`src/rtl/pipe_hazard_ctrl.sv`:
```
// pipe_hazard_ctrl: hazard and sequencing control for a five-stage pipeline.
// Generates write-enable and flush controls for the PC and the four pipeline
// registers. It covers load-use bubbles, taken-branch flushes resolved in EX
// and full-pipeline freezes while data memory is busy. It also keeps
// saturating stall/flush counters for performance debug.
module pipe_hazard_ctrl #(
    parameter int CNT_W = 16
) (
    input  logic             clk_i,
    input  logic             rst_i,
    input  logic             id_valid_i,
    input  logic [4:0]       id_rs_i,
    input  logic [4:0]       id_rt_i,
    input  logic             id_uses_rt_i,
    input  logic             ex_mem_read_i,
    input  logic [4:0]       ex_rt_i,
    input  logic             branch_taken_i,
    input  logic             mem_busy_i,
    output logic             pc_write_o,
    output logic             ifid_write_o,
    output logic             idex_write_o,
    output logic             exmem_write_o,
    output logic             memwb_write_o,
    output logic             ifid_flush_o,
    output logic             idex_flush_o,
    output logic [CNT_W-1:0] stall_cnt_o,
    output logic [CNT_W-1:0] flush_cnt_o
);

    typedef enum logic [1:0] {
        RUN       = 2'd0,
        LU_BUBBLE = 2'd1,
        MEM_WAIT  = 2'd2
    } state_t;

    state_t           state_reg;
    state_t           state_next;
    logic [CNT_W-1:0] stall_cnt_reg;
    logic [CNT_W-1:0] flush_cnt_reg;
    logic             lu_raw;
    logic             lu_hit;
    logic             branch_flush;

    // Raw load-use match: the load in EX writes a register the ID instruction
    // reads. Register zero never creates a dependency.
    assign lu_raw = id_valid_i && ex_mem_read_i && (ex_rt_i != 5'd0) &&
                    ((ex_rt_i == id_rs_i) || (id_uses_rt_i && (ex_rt_i == id_rt_i)));

    // While the bubble sits in ID/EX the match is stale, so it is ignored.
    assign lu_hit = lu_raw && (state_reg != LU_BUBBLE);

    // Control outputs: freeze > branch flush > load-use > normal.
    // Reset forces every control low immediately.
    always_comb begin
        pc_write_o    = 1'b0;
        ifid_write_o  = 1'b0;
        idex_write_o  = 1'b0;
        exmem_write_o = 1'b0;
        memwb_write_o = 1'b0;
        ifid_flush_o  = 1'b0;
        idex_flush_o  = 1'b0;
        branch_flush  = 1'b0;
        state_next    = RUN;
        if (rst_i) begin
            state_next = RUN;
        end else if (mem_busy_i) begin
            state_next = MEM_WAIT;
        end else if (branch_taken_i) begin
            pc_write_o    = 1'b1;
            ifid_write_o  = 1'b1;
            idex_write_o  = 1'b1;
            exmem_write_o = 1'b1;
            memwb_write_o = 1'b1;
            ifid_flush_o  = 1'b1;
            idex_flush_o  = 1'b1;
            branch_flush  = 1'b1;
            state_next    = RUN;
        end else if (lu_hit) begin
            // Hold PC and IF/ID, load a bubble into ID/EX, let the rest drain.
            idex_write_o  = 1'b1;
            exmem_write_o = 1'b1;
            memwb_write_o = 1'b1;
            idex_flush_o  = 1'b1;
            state_next    = LU_BUBBLE;
        end else begin
            pc_write_o    = 1'b1;
            ifid_write_o  = 1'b1;
            idex_write_o  = 1'b1;
            exmem_write_o = 1'b1;
            memwb_write_o = 1'b1;
            state_next    = RUN;
        end
    end

    // State register and saturating performance counters.
    always_ff @(posedge clk_i or posedge rst_i) begin
        if (rst_i) begin
            state_reg     <= RUN;
            stall_cnt_reg <= '0;
            flush_cnt_reg <= '0;
        end else begin
            state_reg <= state_next;
            if (!pc_write_o && (stall_cnt_reg != {CNT_W{1'b1}})) begin
                stall_cnt_reg <= stall_cnt_reg + CNT_W'(1);
            end
            if (branch_flush && (flush_cnt_reg != {CNT_W{1'b1}})) begin
                flush_cnt_reg <= flush_cnt_reg + CNT_W'(1);
            end
        end
    end

    assign stall_cnt_o = stall_cnt_reg;
    assign flush_cnt_o = flush_cnt_reg;

endmodule

```
`config.mk`:
```
export PLATFORM = sky130hd
export DESIGN_NAME = pipe_hazard_ctrl
export DESIGN_NICKNAME = d
export VERILOG_FILES = /design/src/rtl/pipe_hazard_ctrl.sv
export SDC_FILE = /design/constraint.sdc
export NUM_CORES = 1
export LEC_CHECK = 0
export ABC_AREA = 1
export ABC_CLOCK_PERIOD_IN_PS = 4900
export BUFFER_PORTS_ARGS = -buffer_cell sky130_fd_sc_hd__clkbuf_2
export CAP_MARGIN = 20
export CORE_MARGIN = 1
export CORE_UTILIZATION = 35
export CTS_BUF_LIST = sky130_fd_sc_hd__clkbuf_4 sky130_fd_sc_hd__clkbuf_8
export DETAILED_ROUTE_END_ITERATION = 16
export GPL_ROUTABILITY_DRIVEN = 0
export SYNTH_ARGS = -nofsm -noshare
export SYNTH_HDL_FRONTEND = slang
export SYNTH_SLANG_ARGS = --single-unit
```
`constraint.sdc`:
```
create_clock -name clk_i -period 4.9 [get_ports clk_i]
set_clock_uncertainty 0.05 [all_clocks]
set_input_delay 0.735 -clock clk_i [delete_from_list [all_inputs] [get_ports clk_i]]
set_output_delay 0.735 -clock clk_i [all_outputs]
set_load 0.01 [all_outputs]
```
### After elaboration in Yosys (flattened, before gate mapping)

Index checks and enable logic that the tools add are counted.

* flip-flop bits (word level): 34
* bits of input ports: 22
* output and inout bits: 39
* word-level logic and storage cells: 37

* add/sub/neg operators: 2
* equality and inequality tests: 5
* multiplexer cells: 17
* reduce and logical (&&, ||, !) cells: 10

Operators by type and width (number)
* 16-bit by 1-bit adder with 16-bit output, second input constant: 2
* 16-bit != test, second input constant: 2
* 1-bit 2-to-1 mux: 15
* 5-bit == test: 2
* 1-bit logical AND: 7
* 5-bit nonzero test: 1
* 2-bit 2-to-1 mux: 2
* 2-bit by 1-bit != test with 1-bit output, second input constant: 1
* 1-bit zero test: 1
* 1-bit logical OR: 1

### Depth between registers and ports, before layout

* word-level depth: 11
* depth in mapped cells: 12
* gate-level depth less buffers: 11

### Worst setup path before layout

OpenSTA, ideal clock, no wires.

* kind: in2out
* start: in ex_rt_i[3]
* end: out pc_write_o
* data arrival time: 1.752 ns
* required time: 4.115 ns
* slack: 2.363 ns
* stages on the path: 11
* cell sequence: inv_1 -> nand2_1 -> nand2_1 -> nor2_1 -> nand3_1 -> nand2_1 -> nand3_1 -> nand2_2 -> buf_2 -> inv_1 -> buf_4

* word-level cells in the longest chain between the ends: 9
* elaborated cells on any way between the ends: 12
* classes of those cells: eq/ne (2); mux (4); reduce/logical (6)

Ends and longest elaborated chain
* from (decl): RTL line 16 `input logic [4:0] ex_rt_i,`
* 5-bit == test: RTL line 47 `((ex_rt_i == id_rs_i) || (id_uses_rt_i && (ex_rt_i == id_rt_i)));`
* 1-bit logical AND: RTL line 47
* 1-bit logical OR: RTL line 47
* 1-bit logical AND (*): RTL line 46 `assign lu_raw = id_valid_i && ex_mem_read_i && (ex_rt_i != 5'd0) &&`
* 1-bit logical AND (*): RTL line 50 `assign lu_hit = lu_raw && (state_reg != LU_BUBBLE);`
* 1-bit 2-to-1 mux (*) (4 in series)
* to (decl): RTL line 19 `output logic pc_write_o,`

Every way passes the cells marked *; elsewhere a longest branch is shown, timed or not.

### Worst setup path after layout

* start: in ex_rt_i[1]
* end: out ifid_write_o

* word-level cells in the longest chain between the ends: 9
* elaborated cells on any way between the ends: 12
* classes of those cells: eq/ne (2); mux (4); reduce/logical (6)

Ends and longest elaborated chain
* 5-bit == test: RTL line 47
* 1-bit logical AND: RTL line 47
* 1-bit logical OR: RTL line 47
* 1-bit logical AND (*): RTL line 46
* 1-bit logical AND (*): RTL line 50
* 1-bit 2-to-1 mux (*): RTL line 78 `end else if (lu_hit) begin`
* 1-bit 2-to-1 mux (*): RTL line 68 `end else if (branch_taken_i) begin`
* 1-bit 2-to-1 mux (*): RTL line 66 `end else if (mem_busy_i) begin`
* 1-bit 2-to-1 mux (*): RTL line 64 `if (rst_i) begin`
* to (decl): RTL line 20 `output logic ifid_write_o,`

Marked as above.

==> impl_metrics.toml <==
[cells_and_area]
final_util_pct = 44.19
area_growth_pct = 21.50
n_antenna_cell = 0
drive_gt1_share_pct = 22.63
fin_cells = 433
fin_nets = 382

[power]
power.share.clock_pct = 29.7
ir_worst_vdd_uv = 214.6
netSwitchingPower_mw = 0.2976
power_frac_comb_pct = 26.0
switching_share_pct = 33.58
p_int_mw = 0.5888
power_mw = 0.8864
seqPwrFrac_pct = 44.4
p_leak_nw = 1.412
p_per_area_nw_per_um2 = 338.8

[grt]
grt_pass1_wl_um = 8280
grt_max_degree = 33
grt_use_total_pct = 16.42
grt-ovfl-total = 0
grt_pass1_vias = 1861
antenna_found_initial = 0

[floorplanning]
io_pins = 61
design.core.area_um2 = 5921
rows = 28
dieArea_um2 = 6470
die_y_um = 80.44
die_x_um = 80.44
start_util_pct = 36.37

[cts]
clkSlewWorstSetupHoldPaths_ns = 0.07
cts_setup_buffers = 0
htreeDepth = 2
cts_buffer_depth = 2
clock-sinks = 34
cts-hold-fix-buffers = 0
cts_resized = 0
insertion_delay_ns = 0.28
cts_tree = "built"
numCtsBuffers = 5
cts_root_buf = "clkbuf_8"

[sta]
slew_headroom_pct = 71.97
fin_crit_sh_pct = 54.84
finalSetupViolations = 0
period_minus_slack_ns = 2.687
tightest_slew_ns = 0.4205
hold_viol = 0
tns_ns = 0
maxSlewViolCount = 0
clock.fmax_ghz = 0.3721
rsz0062_at_grt = "false"

[critical_path]
r2r-start = "stall_cnt_o[0]"
startpoint = "ex_rt_i[1]"
critPathLaunchType = "primary input"
end_kind = "output port"
crit_required_ns = 4.12
crit_type = "in2out"
worstPathArrival_ns = 1.90
crit_fanout = 19

[detailed_routing]
drtAntennaViolNets = 0
post-route-drc-count = 0
viasPerCell = 4.640
wl_um = 4715
vias = 2009
drt_iter0_drc = 114
wire_per_inst_um = 10.89
dr.pass1.iters = 4

[yosys]
yosysTopAreaCell = "dfrtp_1"
synth_most_common_cell = "nand2_1"
synth_compound_area_share_pct = 2.092
synth_nets = 321
yosysWarnings = 0
syn_area_per_cell_um2 = 7.250
synth_top_family_by_area = "simple AND/OR/NAND/NOR gates"
yosysSeqAreaShare_pct = 39.51
syn-cell-area_um2 = 2153
synth_edf_count = 0
synth_area_leaders = "dfrtp_1, nand2_1, nand3_1"
synth_simple_gate_area_share_pct = 37.36
synthTopCellsByCount = "nand2_1, dfrtp_1, nand3_1, inv_1, nor2_1"
synthAdderAreaFrac_pct = 1.162
synth_cell_type_count = 26
synth_xor_area_share_pct = 11.39
synth_seq_cells = 34
ys_async_sr_fraction_pct = 100.0
muxShareOfSynthArea_pct = 0
synth_top_area_share_pct = 39.51
synth_ff_type = "dfrtp_1"
syn_inst = 297

[job]
maxCapViolCount = 0

[place]
hpwl_um = 3669
port_buffers = 60
placed_cells = 426

[status]
status = "finished, final reports clean"

[hold_path]
hold_path_class = "in2async"
## layout make-up
class | count | area (µm²)
fill | 635 | 3304
sequential | 34 | 850.8
tap | 75 | 93.84
inverter | 35 | 131.4
clock inverter | 1 | 30.03
clock buffer | 6 | 82.58
timing repair buffer | 61 | 307.8
multi-input combinational | 221 | 1120
## per-layer routing
layer	track usage [%]	share of wire (%)
met5	0	0
met1	20.01	46
met3	3.409	3.3
met2	28.81	50
met4	4.821	1.0
## through the flow
step                worst slack [ns]  cell area (µm²)  hold WS (ns)
finish                         2.213             2616        0.2614
global route                   2.075             2616        0.2674
CTS                            2.204             2616        0.2562
detailed placement             2.213             2504        0.4749
global placement               2.232             2504        0.4622
floorplan                      2.363             2153        0.4727
## worst max-delay path, cell delays in order
cell and delay (ns):
clkbuf_2 0.12, inv_1 0.06, nand2_1 0.05, nand2_1 0.04, nor2_1 0.11, nand3_1 0.08, nand2_1 0.09, nand3_1 0.08
nand2_2 0.30, inv_1 0.10, clkbuf_2 0.14
## cell families after synthesis
| family | after synthesis |
|---|---|
| AO/OA/AOI/OAI | 9 |
| XOR/XNOR | 28 |
| adder cells (fa/ha/maj) | 2 |
| buffers and inverters | 42 |
| flip-flops | 34 |
| AND/OR/NAND/NOR | 182 |
## power groups by stage
stage               Clock [mW]  Combinational (mW)  Sequential (mW)
floorplan                    0               0.131            0.406
global placement             0               0.226            0.396
detailed placement           0               0.232            0.398
CTS                      0.271               0.234            0.394
global route             0.279               0.265            0.404
finish                   0.263               0.230            0.393
## cell usage in the layout, fill, tap and decap left out
master     instances
nand3_1           34
nor3_2             2
a21oi_1            1
o21ai_0            5
nand4_1            1
nand3_4            1
nand3b_1           2
nand2_2            2
nor2_1            28
clkbuf_8           6
dfrtp_1           34
bufinv_16          1
ha_1               2
xnor2_1           10
nor3_1             7
nand3_2            1
nor2_4             1
nand2_1           99
buf_4              1
nor2_2             2
xor2_1            18
nand2_4            1
nor4_1             1
inv_1             32
inv_2              3
o21ai_1            3
clkbuf_2          60
## final timing paths
check	to	slack (ns)	cells after the start
max in group asynchronous	stall_cnt_o[4]	3.93	3
min reg2reg	flush_cnt_o[12]	0.48	1
min in group clk_i	flush_cnt_o[12]	0.48	1
min	state_reg[0]	0.26	2
max	ifid_write_o	2.21	11
max reg2reg	stall_cnt_o[5]	2.97	9
No activity file was read; power rests on OpenSTA's default activity.
